## src/rtl/ssd_mem_pkg.sv

```systemverilog
// Shared command layout, FSM states and beat arithmetic for the clk150 memory responder.
// Command word is {len[12:0], byte_addr[31:0]}; one beat is one 32-bit memory word.
package ssd_mem_pkg;

    localparam int CMD_LEN_W  = 13;
    localparam int CMD_ADDR_W = 32;
    localparam int CMD_W      = CMD_LEN_W + CMD_ADDR_W;
    localparam int BEATS_W    = 12;

    typedef enum logic [1:0] {
        IDLE     = 2'd0,
        WR_BURST = 2'd1,
        RD_BURST = 2'd2
    } state_t;

    function automatic logic [CMD_LEN_W-1:0] cmd_len_f(input logic [CMD_W-1:0] cmd);
        return cmd[CMD_W-1:CMD_ADDR_W];
    endfunction

    function automatic logic [CMD_ADDR_W-1:0] cmd_addr_f(input logic [CMD_W-1:0] cmd);
        return cmd[CMD_ADDR_W-1:0];
    endfunction

    // Round the byte length up to whole words: (len + 3) >> 2.
    function automatic logic [BEATS_W-1:0] beats_f(input logic [CMD_LEN_W-1:0] len);
        logic [CMD_LEN_W:0] sum;
        sum = {1'b0, len} + (CMD_LEN_W+1)'(3);
        return sum[CMD_LEN_W:2];
    endfunction

endpackage

```

## src/rtl/ssd_rd_fifo.sv

```systemverilog
// Read-return FWFT FIFO: push is written next cycle, head word is visible while not empty.
// No internal backpressure on push; the caller's credit scheme keeps it from overflowing.
module ssd_rd_fifo #(
    parameter int DEPTH = 16,
    parameter int DW    = 32
) (
    input  logic                     clk,
    input  logic                     rst_n,
    input  logic                     push,
    input  logic [DW-1:0]            push_data,
    input  logic                     pop,
    output logic [DW-1:0]            pop_data,
    output logic                     full,
    output logic                     empty,
    output logic [$clog2(DEPTH):0]   count
);
    localparam int AW = $clog2(DEPTH);

    logic [DW-1:0] mem [DEPTH];
    logic [AW-1:0] wr_ptr;
    logic [AW-1:0] rd_ptr;
    logic          do_push;
    logic          do_pop;

    assign full     = (count == (AW+1)'(DEPTH));
    assign empty    = (count == '0);
    assign do_push  = push && !full;
    assign do_pop   = pop && !empty;
    assign pop_data = empty ? '0 : mem[rd_ptr];

    always_ff @(posedge clk) begin
        if (do_push) begin
            mem[wr_ptr] <= push_data;
        end
    end

    always_ff @(posedge clk or negedge rst_n) begin
        if (!rst_n) begin
            wr_ptr <= '0;
            rd_ptr <= '0;
            count  <= '0;
        end else begin
            if (do_push) begin
                wr_ptr <= wr_ptr + AW'(1);
            end
            if (do_pop) begin
                rd_ptr <= rd_ptr + AW'(1);
            end
            if (do_push && !do_pop) begin
                count <= count + (AW+1)'(1);
            end else if (!do_push && do_pop) begin
                count <= count - (AW+1)'(1);
            end
        end
    end

    a_no_overflow: assert property (@(posedge clk) disable iff (!rst_n) !(push && full));

endmodule

```

## src/rtl/ssd_mem_cmd_responder.sv

```systemverilog
// Splits read/write commands into per-word memory accesses; reads return through a credited FWFT buffer.
// Command ready is combinational in IDLE only; read issue stalls when buffer plus in-flight reads reach depth.
module ssd_mem_cmd_responder
    import ssd_mem_pkg::*;
#(
    parameter int LEN_W         = 13,
    parameter int ADDR_W        = 32,
    parameter int RD_FIFO_DEPTH = 16,
    parameter int MEM_AW        = 30
) (
    input  logic                     clk150,
    input  logic                     nReset150,
    input  logic [LEN_W+ADDR_W-1:0]  clk150_cmd_dramWrData_data,
    input  logic                     clk150_cmd_dramWrData_valid,
    output logic                     clk150_cmd_dramWrData_ready,
    input  logic [LEN_W+ADDR_W-1:0]  clk150_cmd_dramRdData_data,
    input  logic                     clk150_cmd_dramRdData_valid,
    output logic                     clk150_cmd_dramRdData_ready,
    input  logic [31:0]              clk150_dramWrData_data,
    input  logic                     clk150_dramWrData_valid,
    output logic                     clk150_dramWrData_ready,
    output logic [31:0]              clk150_dramRdData_data,
    output logic                     clk150_dramRdData_valid,
    input  logic                     clk150_dramRdData_ready,
    output logic [MEM_AW-1:0]        mem_addr,
    output logic                     mem_wr_en,
    output logic [31:0]              mem_wdata,
    output logic                     mem_rd_en,
    input  logic                     mem_ready,
    input  logic [31:0]              mem_rdata,
    input  logic                     mem_rdata_valid
);
    localparam int OW = $clog2(RD_FIFO_DEPTH) + 1;

    state_t              state;
    logic                run;
    logic                last_rd;
    logic [MEM_AW-1:0]   addr;
    logic [BEATS_W-1:0]  remaining;
    logic [OW-1:0]       outstanding;

    logic                in_idle;
    logic                in_wr;
    logic                in_rd;
    logic                wr_grant;
    logic                rd_grant;
    logic                cmd_accept;
    logic [CMD_W-1:0]    sel_cmd;
    logic [ADDR_W-1:0]   sel_addr;
    logic [BEATS_W-1:0]  sel_beats;
    logic [1:0]          byte_ofs_unused;
    logic                credit;
    logic                wr_beat;
    logic                rd_issue;
    logic                fifo_full;
    logic                fifo_empty;
    logic [OW-1:0]       fifo_count;

    // run holds command ready low while reset is asserted, keeping every output at zero.
    assign in_idle = run && (state == IDLE);
    assign in_wr   = (state == WR_BURST);
    assign in_rd   = (state == RD_BURST);

    // Round-robin: when both are pending, the type not served last wins.
    assign wr_grant   = in_idle && clk150_cmd_dramWrData_valid && (!clk150_cmd_dramRdData_valid || last_rd);
    assign rd_grant   = in_idle && clk150_cmd_dramRdData_valid && (!clk150_cmd_dramWrData_valid || !last_rd);
    assign cmd_accept = wr_grant || rd_grant;

    assign clk150_cmd_dramWrData_ready = wr_grant;
    assign clk150_cmd_dramRdData_ready = rd_grant;

    assign sel_cmd         = wr_grant ? clk150_cmd_dramWrData_data : clk150_cmd_dramRdData_data;
    assign sel_addr        = cmd_addr_f(sel_cmd);
    assign sel_beats       = beats_f(cmd_len_f(sel_cmd));
    assign byte_ofs_unused = sel_addr[1:0];

    assign credit   = ({1'b0, fifo_count} + {1'b0, outstanding}) < (OW+1)'(RD_FIFO_DEPTH);
    assign wr_beat  = in_wr && clk150_dramWrData_valid && mem_ready;
    assign rd_issue = in_rd && credit && mem_ready;

    assign clk150_dramWrData_ready = in_wr && mem_ready;
    assign mem_wr_en               = in_wr && clk150_dramWrData_valid;
    assign mem_wdata               = in_wr ? clk150_dramWrData_data : '0;
    assign mem_rd_en               = in_rd && credit;
    assign mem_addr                = addr;

    always_ff @(posedge clk150 or negedge nReset150) begin
        if (!nReset150) begin
            state       <= IDLE;
            run         <= 1'b0;
            last_rd     <= 1'b1;
            addr        <= '0;
            remaining   <= '0;
            outstanding <= '0;
        end else begin
            run <= 1'b1;

            if (rd_issue && !mem_rdata_valid) begin
                outstanding <= outstanding + OW'(1);
            end else if (!rd_issue && mem_rdata_valid) begin
                outstanding <= outstanding - OW'(1);
            end

            case (state)
                IDLE: begin
                    if (cmd_accept) begin
                        last_rd   <= rd_grant;
                        addr      <= sel_addr[MEM_AW+1:2];
                        remaining <= sel_beats;
                        if (sel_beats != '0) begin
                            state <= wr_grant ? WR_BURST : RD_BURST;
                        end
                    end
                end
                WR_BURST: begin
                    if (wr_beat) begin
                        addr      <= addr + MEM_AW'(1);
                        remaining <= remaining - BEATS_W'(1);
                        if (remaining == BEATS_W'(1)) begin
                            state <= IDLE;
                        end
                    end
                end
                RD_BURST: begin
                    if (rd_issue) begin
                        addr      <= addr + MEM_AW'(1);
                        remaining <= remaining - BEATS_W'(1);
                        if (remaining == BEATS_W'(1)) begin
                            state <= IDLE;
                        end
                    end
                end
                default: state <= IDLE;
            endcase
        end
    end

    ssd_rd_fifo #(
        .DEPTH (RD_FIFO_DEPTH),
        .DW    (32)
    ) u_rd_fifo (
        .clk       (clk150),
        .rst_n     (nReset150),
        .push      (mem_rdata_valid),
        .push_data (mem_rdata),
        .pop       (clk150_dramRdData_valid && clk150_dramRdData_ready),
        .pop_data  (clk150_dramRdData_data),
        .full      (fifo_full),
        .empty     (fifo_empty),
        .count     (fifo_count)
    );

    assign clk150_dramRdData_valid = !fifo_empty;

endmodule

```

## config.mk

```make
export PLATFORM = sky130hd
export DESIGN_NAME = ssd_mem_cmd_responder
export DESIGN_NICKNAME = d
export VERILOG_FILES = /design/src/rtl/ssd_mem_pkg.sv /design/src/rtl/ssd_rd_fifo.sv /design/src/rtl/ssd_mem_cmd_responder.sv
export SDC_FILE = /design/constraint.sdc
export NUM_CORES = 1
export LEC_CHECK = 0
export ABC_CLOCK_PERIOD_IN_PS = 5500
export BUFFER_PORTS_ARGS = -buffer_cell sky130_fd_sc_hd__clkbuf_2
export CAP_MARGIN = 25
export CORE_MARGIN = 5
export CORE_UTILIZATION = 45
export DETAILED_ROUTE_END_ITERATION = 6
export HOLD_SLACK_MARGIN = 0.12
export PLACE_DENSITY = 0.6
export SLEW_MARGIN = 0
export SYNTH_ARGS = -nofsm -noshare
export SYNTH_HDL_FRONTEND = slang
export SYNTH_SLANG_ARGS = --single-unit
```

## constraint.sdc

```tcl
create_clock -name clk150 -period 5.5 [get_ports clk150]
set_clock_uncertainty 0.15 [all_clocks]
set_input_delay 0 -clock clk150 [delete_from_list [all_inputs] [get_ports clk150]]
set_output_delay 0 -clock clk150 [all_outputs]
set_load 0.05 [all_outputs]
```

==> metrics.cfg, run 1 <==
[final_layout]
num-nets-final=2032
num-fill-cells=4143
layoutNonFillerInstCount=2591
layout-drive-gt1-share=0.3126
layout-area-overhead-vs-synth_pct=24.91

[floorplan]
initial_standard_cell_utilization_of_the_core=0.4542
fp.coreArea_mm2=0.05381
die_height_um=243.1
dieArea_mm2=0.05908
core.rowCount=85
floorplan.die.width_um=243.1
io_pins=262

[sta]
final.hold.worst_slack_ns=0.1551
grt_setup_unrepaired=no
worstMarginPinSlew_ns=1.076
fin_ws_ns=1.216
fin_crit_sh=0.7789
finalHoldViolCount=0
final.min_clock_period_ns=4.284
slew_headroom=0.2812
clock.fmax_mhz=233.4
setup-tns-final_ns=0
setup_viol_count_final=0
final-max-slew-violation-count=0

[placed_design]
port_buffers=257
detailed_placer_s_ending_hpwl_um=35340
dpl.cell_count=2304
gpl.final_weighted_congestion=0.8196
dpl_worst_slack_ns=1.796

[power_and_ir_drop]
p_total_mw=16.98
leakagePower_nw=10.78
vdd_ir_drop_max_uv=485.7
power_per_cell_area_mw_per_mm2=556.2

[synthesis]
synth.net_count=1580
netlist_top_cells_area=sky130_fd_sc_hd__edfxtp_1, sky130_fd_sc_hd__mux4_2, sky130_fd_sc_hd__dfrtp_1
syn-cell-area_mm2=0.02444
syn_inst=1393
ys_ff_latch=576
synth_area_leader_cell=sky130_fd_sc_hd__edfxtp_1
synth.top_cells.by_count=sky130_fd_sc_hd__edfxtp_1, sky130_fd_sc_hd__mux4_2, sky130_fd_sc_hd__nand2_1
syn_avg_cell_area_um2=17.55
async_flop_share=0.1111
synth_enable_flop_cells=512
synthDistinctLibCells=60
yosysSeqAreaShare=0.6945
synth_top_cell_area_share=0.6290
yosys.cell_count.top_type=sky130_fd_sc_hd__edfxtp_1
most_instantiated_flip_flop_cell_in_the_synthesis_netlist=sky130_fd_sc_hd__edfxtp_1
yosysWarnings=0

[worst_hold_path]
worst_hold_path_type=primary input to flop
hold-path-cell-count=4

[flow_run]
max_cap_violations=0

[drt]
wl_per_cell_um=23.25
routed-via-count=14610
routed_wirelength_um=60240
detailedRoute.firstIterationViolations=1116
drc=0
firstDrtPassIters=6
route.detailed.vias_per_inst=5.637
route.antenna.remaining_nets=0

[setup_path]
setup.worst_path.end_class=flop
timing.critical_path.required_ns=5.79
reg2regPathDepth=11
worstPathMaxFanout=35
setup.worst_path.class=flop to flop
timing.critical_path.arrival_ns=4.57
cp-start-kind=flop

[clock_tree]
cts.repair_timing.setup_buffer_count=0
tritoncts.num_buffers=58
cts_tree=built
clk_buf_depth=3
cts_htree_levels=2
worst_setup_hold_path_clk_slew_ns=0.06
clkLatencyLatePin_ns=0.62
cts.root.buffer_cell=sky130_fd_sc_hd__clkbuf_16
cts_num_sinks=576

[grt]
grt_max_degree=70
grt-ovfl-total=0
grt_overall_usage=0.2009
first_global_vias=15120
first_pass_grt_wire_length_um=92020
antenna_found_initial=2

[outcome]
run_status=finished, final reports clean

## registers in the layout, indices dropped and copies added (netlist names)
register,cells
remaining,12
u_rd_fifo.count,5
last_rd,1
state,2
run,1
u_rd_fifo.mem,512
outstanding,5
mem_addr,30
u_rd_fifo.rd_ptr,4
u_rd_fifo.wr_ptr,4
## cell families after synthesis
logic type,share of synthesized area
DFF,0.6945
AOI/OAI and AO/OA,0.04407
other,0.0001534
xor gates and xnor gates,0.01039
adders and majority gates,0.01341
and+or+nand+nor,0.06864
muxes,0.1538
buffers and inverters,0.01500
## through the flow
| stage | utilization | area [um^2] |
|---|---|---|
| finish | 0.5674 | 30530 |
| global route | 0.5674 | 30530 |
| CTS | 0.5649 | 30400 |
| detailed placement | 0.4970 | 26750 |
| global placement | 0.4961 | 26700 |
| floorplan | - | 24440 |
## routing by layer
metal  vias up  wire length (um)  part of all wire  track usage
met3        98              3551             0.059      0.03773
met5         -                18           0.00030            0
met2       494             30810              0.51       0.3515
met4         4              1262             0.021      0.05307
met1      7472             24590              0.41       0.2608
li1       6537                 -                 -            -
## final cells by class
type | count | area [um^2] | share of cell area
Inverter | 14 | 52.55 | 0.001721
Multi-Input combinational cell | 725 | 7213 | 0.2362
Antenna cell | 1 | 2.502 | 0.00008195
Clock inverter | 42 | 436.7 | 0.01430
Tap cell | 696 | 870.8 | 0.02852
Sequential cell | 576 | 16990 | 0.5563
Timing Repair Buffer | 470 | 3465 | 0.1135
Clock buffer | 67 | 1506 | 0.04934
## worst paths after layout
path / endpoint / slack (ns) / start
max: remaining[8] / 1.22 / state[1]
min: mem_addr[16] / 0.16 / clk150_cmd_dramWrData_data[18]
max reg2reg: remaining[8] / 1.22 / state[1]
min reg2reg: outstanding[4] / 0.34 / outstanding[4]
max in group asynchronous: u_rd_fifo.rd_ptr[1] / 4.00 / nReset150
min in group asynchronous: outstanding[4] / 0.53 / nReset150
## power by group
part	switching, mW	internal, mW	leakage, nW
clock network	1.69	2.30	0.953
logic	4.21	2.77	4.45
registers	0.601	5.41	5.38
## critical path, cell delays in order (launching register included)
cell,delay (ns)
sky130_fd_sc_hd__dfrtp_1,0.41
sky130_fd_sc_hd__inv_1,0.10
sky130_fd_sc_hd__ha_1,0.28
sky130_fd_sc_hd__nand4_1,0.16
sky130_fd_sc_hd__inv_2,0.47
sky130_fd_sc_hd__mux2_2,0.40
sky130_fd_sc_hd__dlygate4sd3_1,0.58
sky130_fd_sc_hd__and3_1,0.19
sky130_fd_sc_hd__dlygate4sd3_1,0.55
sky130_fd_sc_hd__o21ai_0,0.17
sky130_fd_sc_hd__dlygate4sd3_1,0.58
sky130_fd_sc_hd__o211ai_1,0.09
## timing repair
| item | in CTS | in global routing |
|---|---|---|
| hold endpoints to repair | 638 | 0 |
| endpoints found under the setup margin | 0 | 0 |
| hold buffers | 171 | 0 |
| resized for setup | 0 | 0 |
## layout by cell type (no fill, tap or decap), drive strengths merged, types with 10 or more instances in the layout
| cell type | Yosys | routed |
|---|---|---|
| and2 | 71 | 71 |
| ha | 23 | 23 |
| nand3 | 37 | 37 |
| inv | 14 | 15 |
| and3 | 14 | 14 |
| o22ai | 12 | 12 |
| clkinv | 0 | 30 |
| edfxtp | 512 | 512 |
| mux2i | 10 | 10 |
| nand2 | 78 | 78 |
| dlygate4sd3 | 0 | 171 |
| xor2 | 11 | 11 |
| clkbuf | 47 | 323 |
| nor2 | 62 | 62 |
| o21ai | 36 | 36 |
| nor4 | 11 | 11 |
| mux4 | 160 | 160 |
| buf | 31 | 43 |
| a21oi | 47 | 47 |
| nor3 | 23 | 23 |
| dfrtp | 63 | 63 |
| xnor2 | 18 | 18 |
No activity file was read; power rests on OpenSTA's default activity.
==> inputs of run 2 (changes only) <==
--- a/config.mk
+++ b/config.mk
@@ -5,14 +5,14 @@
 export SDC_FILE = /design/constraint.sdc
 export NUM_CORES = 1
 export LEC_CHECK = 0
-export ABC_CLOCK_PERIOD_IN_PS = 5500
+export ABC_CLOCK_PERIOD_IN_PS = 3900
 export BUFFER_PORTS_ARGS = -buffer_cell sky130_fd_sc_hd__clkbuf_2
 export CAP_MARGIN = 25
 export CORE_MARGIN = 5
 export CORE_UTILIZATION = 45
 export DETAILED_ROUTE_END_ITERATION = 6
 export HOLD_SLACK_MARGIN = 0.12
-export PLACE_DENSITY = 0.6
+export PLACE_DENSITY = 0.62
 export SLEW_MARGIN = 0
 export SYNTH_ARGS = -nofsm -noshare
 export SYNTH_HDL_FRONTEND = slang
==> constraint.sdc (replaced) <==
create_clock -name clk150 -period 3.9 [get_ports clk150]
set_clock_uncertainty 0.15 [all_clocks]
set_input_delay 0 -clock clk150 [delete_from_list [all_inputs] [get_ports clk150]]
set_output_delay 0 -clock clk150 [all_outputs]
set_load 0.05 [all_outputs]
==> run 2 against run 1 <==
  * Routed wire length increased by 0.13%
  * Critical path depth unchanged
  * Clock power increased by 33%
  * Design area decreased by 0.11%
  * Register-to-register slack got worse by 1.0 ns
  * Via count increased by 0.40%
  * Global-route usage increased by 0.27 points
  * Critical endpoint is now state[1]
  * Non-clock buffer count decreased by 7
==> metrics.cfg, run 2 (synthesis results as in run 1) <==
[final_layout]
layout.cells.most_common=sky130_fd_sc_hd__edfxtp_1
most-common-layout-cells=sky130_fd_sc_hd__edfxtp_1, sky130_fd_sc_hd__clkbuf_2, sky130_fd_sc_hd__dlygate4sd3_1, sky130_fd_sc_hd__mux4_2, sky130_fd_sc_hd__nand2_1
num-nets-final=2026  ; -0.30%
num-fill-cells=4097  ; -1.1%
top_register=u_rd_fifo.mem
layout-drive-gt1-share=0.3099  ; -0.002714
largest_register_ff_count=512  ; unchanged
layout-area-overhead-vs-synth_pct=24.77

[drt]
routed_wirelength_um=60310  ; +0.13%
wl_per_cell_um=23.32  ; +0.32%
drc=0  ; unchanged
route.detailed.vias_per_inst=5.670  ; +0.59%
firstDrtPassIters=5  ; -1
routed-via-count=14660  ; +0.40%
route.antenna.remaining_nets=0  ; unchanged
detailedRoute.firstIterationViolations=1102  ; -1.3%

[clock_tree]
cts_htree_levels=2  ; unchanged
cts_num_sinks=576  ; unchanged
clk_buf_depth=3  ; unchanged
tritoncts.num_buffers=59  ; +1.7%
clkLatencyLatePin_ns=0.61  ; about the same
cts.root.buffer_cell=sky130_fd_sc_hd__clkbuf_16
cts.repair_timing.setup_buffer_count=0  ; unchanged
worst_setup_hold_path_clk_slew_ns=0.06  ; about the same
cts_tree=built

[setup_path]
setup.worst_path.class=primary input to flop
rrSetupSlack_ns=0.17  ; -1.05 ns
crit_start=clk150_cmd_dramWrData_data[38]
timing.critical_path.arrival_ns=4.15  ; -0.42 ns
cp-start-kind=primary input
timing.critical_path.required_ns=4.28  ; -1.51 ns
worstPathMaxFanout=4  ; -89%
regToRegStartpoint=state[1]
setup.worst_path.end_class=flop

[grt]
antenna_found_initial=2  ; unchanged
grt-ovfl-total=0  ; unchanged
grt_max_degree=49  ; -30%
grt_overall_usage=0.2036  ; +0.002670
first_global_vias=15330  ; +1.4%
first_pass_grt_wire_length_um=93610  ; +1.7%

[floorplan]
fp.coreArea_mm2=0.05381  ; unchanged
core.rowCount=85  ; unchanged
floorplan.die.width_um=243.1  ; unchanged
die_height_um=243.1  ; unchanged
dieArea_mm2=0.05908  ; unchanged
io_pins=262  ; unchanged
initial_standard_cell_utilization_of_the_core=0.4542  ; unchanged

[power_and_ir_drop]
vdd_ir_drop_max_uv=674.7  ; +39%
leakagePower_nw=10.73  ; -0.45%
power_per_cell_area_mw_per_mm2=777.3  ; +40%

[placed_design]
gpl.final_weighted_congestion=0.8415  ; +2.7%
port_buffers=257  ; unchanged
detailed_placer_s_ending_hpwl_um=35800  ; +1.3%

[flow_run]
max_cap_violations=0  ; unchanged

[sta]
slew_headroom=0.4176  ; +0.1364
final.min_clock_period_ns=3.776
worstMarginPinSlew_ns=0.8664  ; -0.2093 ns
grt_setup_unrepaired=no
clock.fmax_mhz=264.9
finalHoldViolCount=0  ; unchanged
setup-tns-final_ns=0  ; unchanged
setup_viol_count_final=0  ; unchanged
final.hold.worst_slack_ns=0.1418  ; -0.01327 ns
final-max-slew-violation-count=0  ; unchanged
fin_crit_sh=0.9681

[worst_hold_path]
worst_hold_path_type=primary input to flop
timing.hold.worst.start=clk150_cmd_dramRdData_data[18]

[outcome]
run_status=finished, final reports clean

[run 2: repair_timing]
| item | CTS | global route |
|---|---|---|
| hold buffers | 163 | 0 |
| endpoints found under the setup margin | 0 | 3 |
| resized for setup | 0 | 4 |
| endpoints found under the hold margin | 639 | 0 |
[run 2: area by class of cell]
type	instances	area (um^2)	area share
multi-input cells	725	7247	0.2376
clock buffers	72	1545	0.05066
repair buffers	463	3505	0.1149
well taps	696	870.8	0.02855
clock inverters	38	286.5	0.009394
diodes	2	5.005	0.0001641
inverters	14	52.55	0.001723
flip-flops and latches	576	16990	0.5570
[run 2: metrics by stage]
stage / setup WS (ns) / std cells / power, mW / area (um^2) / utilization
floorplan: 0.7393 / 1393 / 15.45 / 24460 / -
global placement: 0.5798 / 2311 / 18.18 / 27010 / 0.5019
detailed placement: 0.5669 / 2311 / 18.30 / 27010 / 0.5019
CTS: 0.1138 / 2584 / 23.94 / 30480 / 0.5664
global route: 0.005385 / 2585 / 24.90 / 30500 / 0.5667
finish: 0.1245 / 2586 / 23.71 / 30500 / 0.5668
[run 2: path summary, 6_finish.rpt]
path | end | depth (start not counted)
min in group asynchronous | last_rd | 3
worst max-delay path | state[1] | 11
max in group asynchronous | mem_addr[9] | 4
worst min-delay path | mem_addr[16] | 4
worst min register to register | outstanding[4] | 1
worst max register to register | remaining[8] | 11
[run 2: report_power, final]
part	internal [mW]	switching, mW
logic	3.90	5.97
clock network	3.01	2.32
registers	7.63	0.884
total	14.5	9.17
[run 2: metal layers]
layer,wire length [um],GRT usage,vias up
li1,-,-,6523
met1,24700,0.2673,7524
met2,30560,0.3527,530
met3,3851,0.03949,86
met4,1204,0.05224,0
met5,0,0,-
[run 2: worst max-delay path, stage by stage]
cell	delay, ns
sky130_fd_sc_hd__dlygate4sd3_1	0.53
sky130_fd_sc_hd__clkbuf_2	0.13
sky130_fd_sc_hd__or4_1	0.52
sky130_fd_sc_hd__nor2_1	0.12
sky130_fd_sc_hd__dlygate4sd3_1	0.59
sky130_fd_sc_hd__nand4_1	0.12
sky130_fd_sc_hd__dlygate4sd3_1	0.60
sky130_fd_sc_hd__or3_1	0.34
sky130_fd_sc_hd__dlygate4sd3_1	0.57
sky130_fd_sc_hd__o211ai_1	0.08
sky130_fd_sc_hd__dlygate4sd3_1	0.56
